[src/rtl/burst_producer.sv]
// -----------------------------------------------------------------------------
// burst_producer
//
// Generates a burst of incrementing data words into the write side of an
// async_fifo. A START pulse in IDLE latches the requested length (clamped to
// P_MAX_BURST) and an inter-write idle count. Each accepted write (W_EN high
// at a rising edge) advances DATA_OUT and WR_COUNT. A programmable number of
// GAP cycles can follow every non-final write. FULL stalls the producer in
// WRITE without losing or repeating a word. A one-cycle DONE pulse in FINISH
// marks the end of the burst.
//
// Ports
//   PROD_CLK     in   producer clock, all state changes on its rising edge
//   RST          in   synchronous active-high reset
//   START        in   single-cycle burst request, honoured only in IDLE
//   BURST_LEN    in   requested word count (clamped to P_MAX_BURST)
//   IDLE_CYCLES  in   idle cycles inserted after each non-final write
//   FULL         in   FIFO full flag; blocks writes while high
//   W_EN         out  FIFO write enable, (state == WRITE) && !FULL
//   DATA_OUT     out  FIFO write data; word i carries (i+1) mod 2^P_DATA_WIDTH
//   BUSY         out  high in WRITE, GAP and FINISH
//   DONE         out  one-cycle completion pulse
//   WR_COUNT     out  words accepted in the current or last burst
// -----------------------------------------------------------------------------
module burst_producer #(
  parameter int  P_DATA_WIDTH = 8,
  parameter int  P_MAX_BURST  = 1024,
  parameter int  P_IDLE_WIDTH = 4,
  localparam int LEN_W        = $clog2(P_MAX_BURST + 1)
) (
  input  logic                    PROD_CLK,
  input  logic                    RST,
  input  logic                    START,
  input  logic [LEN_W-1:0]        BURST_LEN,
  input  logic [P_IDLE_WIDTH-1:0] IDLE_CYCLES,
  input  logic                    FULL,
  output logic                    W_EN,
  output logic [P_DATA_WIDTH-1:0] DATA_OUT,
  output logic                    BUSY,
  output logic                    DONE,
  output logic [LEN_W-1:0]        WR_COUNT
);

  typedef enum logic [1:0] {
    ST_IDLE,
    ST_WRITE,
    ST_GAP,
    ST_FINISH
  } state_t;

  state_t                  state, state_nxt;
  logic [LEN_W-1:0]        len_q;
  logic [LEN_W-1:0]        len_clamped;
  logic [LEN_W-1:0]        wr_count_q;
  logic [P_DATA_WIDTH-1:0] data_q;
  logic [P_IDLE_WIDTH-1:0] idle_q;
  logic [P_IDLE_WIDTH-1:0] gap_cnt;
  logic                    accept;
  logic                    last_word;

  assign len_clamped = (BURST_LEN > LEN_W'(P_MAX_BURST)) ? LEN_W'(P_MAX_BURST)
                                                         : BURST_LEN;

  // A write is accepted exactly when the FIFO sees W_EN at the edge.
  assign accept    = (state == ST_WRITE) && !FULL;
  assign last_word = (wr_count_q + LEN_W'(1)) == len_q;

  // Next-state logic.
  // NOTE: every signal assigned in an always_comb gets a default at the top,
  // so no path through the case can leave it unassigned and infer a latch.
  always_comb begin
    state_nxt = state;
    case (state)
      ST_IDLE: begin
        if (START) begin
          state_nxt = (len_clamped == '0) ? ST_FINISH : ST_WRITE;
        end
      end
      ST_WRITE: begin
        if (!FULL) begin
          if (last_word) begin
            state_nxt = ST_FINISH;
          end else if (idle_q != '0) begin
            state_nxt = ST_GAP;
          end else begin
            state_nxt = ST_WRITE;
          end
        end
      end
      ST_GAP: begin
        // gap_cnt is loaded with idle_q on entry, so the last GAP cycle is
        // the one where it reads 1.
        if (gap_cnt <= P_IDLE_WIDTH'(1)) begin
          state_nxt = ST_WRITE;
        end
      end
      ST_FINISH: begin
        state_nxt = ST_IDLE;
      end
      default: begin
        state_nxt = ST_IDLE;
      end
    endcase
  end

  // State and datapath registers.
  // NOTE: sequential state uses non-blocking assignments so every register
  // samples the pre-edge values, independent of statement order.
  always_ff @(posedge PROD_CLK) begin
    if (RST) begin
      state      <= ST_IDLE;
      len_q      <= '0;
      idle_q     <= '0;
      wr_count_q <= '0;
      data_q     <= '0;
      gap_cnt    <= '0;
    end else begin
      state <= state_nxt;
      case (state)
        ST_IDLE: begin
          if (START) begin
            len_q      <= len_clamped;
            idle_q     <= IDLE_CYCLES;
            wr_count_q <= '0;
            data_q     <= P_DATA_WIDTH'(1);
          end
        end
        ST_WRITE: begin
          if (accept) begin
            wr_count_q <= wr_count_q + LEN_W'(1);
            data_q     <= data_q + P_DATA_WIDTH'(1);
            gap_cnt    <= idle_q;
          end
        end
        ST_GAP: begin
          gap_cnt <= gap_cnt - P_IDLE_WIDTH'(1);
        end
        default: begin
        end
      endcase
    end
  end

  assign W_EN     = accept;
  assign BUSY     = (state != ST_IDLE);
  assign DONE     = (state == ST_FINISH);
  assign DATA_OUT = data_q;
  assign WR_COUNT = wr_count_q;

endmodule

[config.mk]
export PLATFORM = sky130hd
export DESIGN_NAME = burst_producer
export DESIGN_NICKNAME = d
export VERILOG_FILES = /design/src/rtl/burst_producer.sv
export SDC_FILE = /design/constraint.sdc
export NUM_CORES = 1
export LEC_CHECK = 0
export ABC_AREA = 1
export CAP_MARGIN = 30
export CORE_ASPECT_RATIO = 0.6
export CORE_MARGIN = 1
export CORE_UTILIZATION = 55
export DETAILED_ROUTE_END_ITERATION = 16
export PLACE_DENSITY = 0.86
export SETUP_SLACK_MARGIN = 0.4
export SYNTH_ARGS = -nofsm -noshare
export SYNTH_HDL_FRONTEND = slang
export SYNTH_SLANG_ARGS = --single-unit
export TNS_END_PERCENT = 100
[constraint.sdc]
create_clock -name PROD_CLK -period 4.9 [get_ports PROD_CLK]
set_input_delay 0.49 -clock PROD_CLK [delete_from_list [all_inputs] [get_ports PROD_CLK]]
set_output_delay 0.49 -clock PROD_CLK [all_outputs]
set_load 0.05 [all_outputs]
==> metrics.cfg, run 1 <==
[run_status]
status = completed

[global_routing]
grt_max_degree = 17
grt_antenna_before_repair = 0
grt_pass1_wl_mm = 9.404
grt-ovfl-total = 0
track_usage_pct = 28.52
first_global_vias = 1999

[floorplanning]
core_area_um2 = 3722
fp.dieW_um = 83.04
rows = 17
ios = 41
die_h_um = 50.62
initial_utilization_pct = 58.22
dieArea_um2 = 4203

[pwr]
internal_power_w = 0.0006905
pwr-share-comb_pct = 41.1
irDropWorstVdd_mv = 0.3110
power_frac_seq_pct = 36.2
power_frac_clock_pct = 22.7
p_per_area_nw_per_um2 = 440.1
power.leakage_nw = 1.070
switchingPower_w = 0.0005023
switching_share_pct = 42.11

[sta]
final_hold_viol_count = 0
clock.fmax_mhz = 359.8
period_minus_slack_ns = 2.779
setup_viol = 0
worst_slew_pin_slew_ns = 0.7233
skew_ns = 0.004233
slew_violations = 0
grt_setup_unrepaired = no
slew-limit-headroom_pct = 51.63
min_period_over_period_pct = 56.72
setup-tns-final_ns = 0

[logic_synthesis]
synth_seq_cells = 40
synthCells = 329
synthArstFlopShare_pct = 0
synth-main-ff-cell = dfxtp_1
synth_area_leaders = dfxtp_1, nand2_1, nand3_1
yosys.area.top_type_share_pct = 36.95
synth-seq-area-share_pct = 36.95
synth_edf_count = 0
synth.distinct_cells = 34
synthesis.nets = 352
synth_area_um2 = 2167
ys_warn_count = 0
synth_top_area_cell = dfxtp_1
synth.avg_cell_area_um2 = 6.587

[worst_setup_path]
r2r_start = WR_COUNT[0]
crit_required_ns = 4.41
rrSetupSlack_ns = 2.78
critPathLaunchType = primary input
crit_path_end_kind = output pin
startpoint = FULL
path_class = in2out
ff2ff_path_depth = 13
r2r-end = state[0]
cp.arrival_ns = 2.29
cp_max_fo = 16
worstSetupEndpoint = W_EN

[clocking]
cts_setup_buffers = 0
clk_pin_slew_ns = 0.08
cts_htree_levels = 2
clkLatencyLatePin_ns = 0.29
cts-root-buf = clkbuf_8
cts.repair.resized = 0
holdBufCountCts = 0
clock_sinks = 40
clockBufferDepth = 2
tritoncts = done
cts_buffers = 5

[place]
portBuffers = 40
dp_cells = 409
gp_congestion = 0.8783
dp_hpwl_mm = 4.200

[route]
wirelength_mm = 5.686
initialDrtViolationCount = 150
drtPass1Iterations = 7
via_count = 2293
viasPerCell = 5.499
drc_errors = 0
wire_per_inst_um = 13.64
route.antenna.remaining_nets = 0

[finish]
fill_cells = 306
drive_gt1_share_pct = 6.486
nNetsFinal = 392
final_cell_count_no_fill = 417
syn_to_final_growth_pct = 25.06
final_cell_mix = nand2_1, inv_1, dfxtp_1, nand3_1, clkdlybuf4s50_1
layout_commonest_cell = nand2_1
n_antenna_cell = 0

[worst_hold_path]
min_path_type = reg2reg

[job]
maxCapViolations = 0

-- state kept, by name, summed over array words and instances (netlist names) --
signal / cells
WR_COUNT: 11
len_q: 11
DATA_OUT: 8
gap_cnt: 4
idle_q: 4
state: 2
-- how the worst min path moves through the flow --
stage	end	from	slack, ns	depth (start not counted)
floorplan	gap_cnt[1]	gap_cnt[1]	0.46	2
global placement	DATA_OUT[7]	DATA_OUT[7]	0.44	1
detailed placement	DATA_OUT[7]	DATA_OUT[7]	0.44	1
CTS	DATA_OUT[7]	DATA_OUT[7]	0.46	1
global route	DATA_OUT[7]	DATA_OUT[7]	0.48	1
finish	DATA_OUT[7]	DATA_OUT[7]	0.45	1
-- cell families (layout without fill, tap and decap cells) --
family	after synthesis	in the layout	synth area share [%]
xor+xnor	2	2	0.8085
flops	40	40	36.95
fa+ha+maj	4	4	2.310
compound gates	53	53	13.68
simple gates	174	174	36.49
buf+inv	56	97	9.757
-- cell usage after synthesis (2+ instances only) --
library cell / count
a21oi_2: 2
a31oi_1: 2
o21ai_0: 18
a21oi_1: 21
nor3b_1: 2
nand3_2: 2
o21bai_1: 2
nor4_1: 2
nor2_4: 3
clkbuf_1: 5
nor2_2: 3
inv_2: 2
nor2_1: 23
nor3_1: 4
dfxtp_1: 40
nand2_2: 2
o22ai_1: 4
ha_1: 4
nand3_1: 40
inv_1: 47
nand4_1: 3
nand2_1: 86
-- critical path, cell delays in order --
cell	delay (ns)
clkdlybuf4s50_1	0.47
nor2_4	0.43
clkdlybuf4s50_1	0.89
-- stage by stage --
step / total power, W / utilization (%) / hold slack [ns] / instance area, µm² / worst slack, ns
after global routing: 0.001263 / 72.81 / 0.4806 / 2710 / 2.087
after floorplan: 0.0007761 / - / 0.4564 / 2167 / 2.803
after CTS: 0.001185 / 72.81 / 0.4556 / 2710 / 2.146
after detailed placement: 0.0009179 / 69.82 / 0.4444 / 2599 / 2.149
final: 0.001193 / 72.81 / 0.4548 / 2710 / 2.121
after global placement: 0.0009022 / 69.82 / 0.4411 / 2599 / 2.185
-- power groups by stage --
stage	Combinational, W	Sequential [W]	Clock (W)
finish	0.000490	0.000432	0.000270
global route	0.000540	0.000439	0.000285
CTS	0.000486	0.000430	0.000270
detailed placement	0.000482	0.000436	0
global placement	0.000466	0.000436	0
floorplan	0.000316	0.000460	0
-- area by class of cell --
| cell class | instances | area, µm² | share of cell area (%) |
|---|---|---|---|
| Multi-Input combinational cell | 233 | 1155 | 42.61 |
| Sequential cell | 40 | 800.8 | 29.55 |
| Timing Repair Buffer | 40 | 400.4 | 14.77 |
| Inverter | 49 | 183.9 | 6.787 |
| Clock buffer | 5 | 68.82 | 2.539 |
| Tap cell | 47 | 58.81 | 2.170 |
| Clock inverter | 3 | 42.54 | 1.570 |
-- layer usage --
metal / wire length (µm) / global-route usage (%) / vias to the layer above / part of all wire (%)
met1: 2687 / 41.24 / 1010 / 47
met3: 538 / 6.086 / 10 / 9.5
met2: 2384 / 43.31 / 128 / 42
met5: 0 / 0 / - / 0
li1: - / - / 1145 / -
met4: 75 / 6.897 / 0 / 1.3
Power figures use the tool's default switching activity.
==> run 2, diff against run 1 <==
--- a/config.mk
+++ b/config.mk
@@ -9,9 +9,9 @@
 export CAP_MARGIN = 30
 export CORE_ASPECT_RATIO = 0.6
 export CORE_MARGIN = 1
-export CORE_UTILIZATION = 55
+export CORE_UTILIZATION = 47
 export DETAILED_ROUTE_END_ITERATION = 16
-export PLACE_DENSITY = 0.86
+export PLACE_DENSITY = 0.78
 export SETUP_SLACK_MARGIN = 0.4
 export SYNTH_ARGS = -nofsm -noshare
 export SYNTH_HDL_FRONTEND = slang
==> constraint.sdc (replaced) <==
create_clock -name PROD_CLK -period 2.31 [get_ports PROD_CLK]
set_input_delay 0.231 -clock PROD_CLK [delete_from_list [all_inputs] [get_ports PROD_CLK]]
set_output_delay 0.231 -clock PROD_CLK [all_outputs]
set_load 0.05 [all_outputs]
==> run 2 against run 1 <==
Effect of this change:
- cell count grew 5.0%
- clock skew up 0.0027 ns
- utilization fell by 6.6 points
- register-to-register slack worse by 2.2 ns
- global-route usage down 2.7 points
- die area up 16%
- critical path type is now reg2out
- largest cell class unchanged
- highest routed layer unchanged
==> metrics.cfg, run 2 (same netlist as run 1, synthesis figures left out) <==
[run_status]
status = completed

[sta]
worst_slew_pin_slew_ns = 0.5053
holdWs_ns = 0.4539
period_minus_slack_ns = 1.834
slew-limit-headroom_pct = 66.23
clock.fmax_mhz = 545.2
grt_setup_unrepaired = yes
skew_ns = 0.006907
min_period_over_period_pct = 79.40
setup_slack_ns = 0.4760
slew_violations = 0
final_hold_viol_count = 0
setup_viol = 0
setup-tns-final_ns = 0

[worst_setup_path]
cp_max_fo = 6
path_class = reg2out
crit_required_ns = 2.08
cp.arrival_ns = 1.60
critPathLaunchType = register
crit_path_end_kind = output pin

[finish]
syn_to_final_growth_pct = 30.14
final_cell_mix = nand2_1, inv_1, nand3_1, dfxtp_1, clkdlybuf4s50_1
n_antenna_cell = 0
drive_gt1_share_pct = 10.58
layout_commonest_cell = nand2_1
nNetsFinal = 400
final_area_um2 = 2820

[floorplanning]
core_area_um2 = 4257
fp.dieW_um = 89.66
initial_utilization_pct = 50.91
dieArea_um2 = 4895
die_h_um = 54.60
rows = 18
ios = 41

[place]
portBuffers = 40
placed_area_um2 = 2660
dp_hpwl_mm = 4.574
dp_slack_ns = 0.4602
gp_congestion = 0.9176

[pwr]
power.leakage_nw = 1.152
p_per_area_nw_per_um2 = 918.7
irDropWorstVdd_mv = 0.6289

[clocking]
cts_buffers = 5
cts-root-buf = clkbuf_8
clkLatencyLatePin_ns = 0.30
clockBufferDepth = 2
tritoncts = done
clock_sinks = 40
clk_pin_slew_ns = 0.09
cts_htree_levels = 2

[route]
via_count = 2337
wire_per_inst_um = 13.75
viasPerCell = 5.336
wirelength_mm = 6.024
drtPass1Iterations = 6
drc_errors = 0
initialDrtViolationCount = 172
route.antenna.remaining_nets = 0

[global_routing]
grt_max_degree = 16
grt_pass1_wl_mm = 9.156
grt_antenna_before_repair = 0
grt-ovfl-total = 0
track_usage_pct = 25.83
first_global_vias = 1919

[worst_hold_path]
min_path_type = reg2reg

[job]
maxCapViolations = 0

run 2: worst paths after layout:
| path | end | depth (start not counted) | from | slack (ns) |
|---|---|---|---|---|
| setup / recovery | WR_COUNT[0] | 2 | WR_COUNT[0] | 0.48 |
| hold reg to reg | DATA_OUT[7] | 1 | DATA_OUT[7] | 0.45 |
| setup reg to reg | len_q[1] | 7 | state[0] | 0.60 |
| hold / removal | DATA_OUT[7] | 1 | DATA_OUT[7] | 0.45 |
run 2: area by class of cell:
type | count | area (µm²)
fill | 351 | 1436
clock inverter | 3 | 47.55
inverter | 49 | 183.9
tap | 60 | 75.07
multi-input combinational | 233 | 1172
timing repair buffer | 48 | 461.7
clock buffer | 5 | 68.82
sequential | 40 | 810.8
run 2: critical path: stages, from the launching register on:
cell,delay [ns]
dfxtp_4,0.39
buf_4,0.12
clkdlybuf4s50_1,0.79
run 2: stage by stage:
step,utilization (%),instances,total power (W)
after floorplan,-,329,0.001648
after global placement,62.49,428,0.001959
after detailed placement,62.49,428,0.001976
after CTS,65.20,436,0.002562
after global routing,66.26,438,0.002744
final,66.26,438,0.002591
run 2: timing repair:
| action | CTS | global route |
|---|---|---|
| gates resized for setup | 1 | 10 |
| setup endpoints to repair | 1 | 6 |
| pin swaps | 0 | 1 |
| buffers inserted | 0 | 2 |
| hold buffers | 0 | 0 |
run 2: metal layers:
| metal | part of all wire [%] | up-vias | track usage, % | routed length (µm) |
|---|---|---|---|---|
| li1 | - | 1164 | - | - |
| met1 | 50 | 1075 | 39.54 | 3042 |
| met2 | 40 | 85 | 35.61 | 2382 |
| met3 | 8.9 | 13 | 6.033 | 535 |
| met4 | 1.0 | 0 | 6.349 | 63 |
| met5 | 0 | - | 0 | 0 |
run 2: power breakdown:
part,internal [W],switching [W]
sequential,0.000803,0.000112
clock,0.000326,0.000272
combinational,0.000374,0.000704
total,0.00150,0.00109
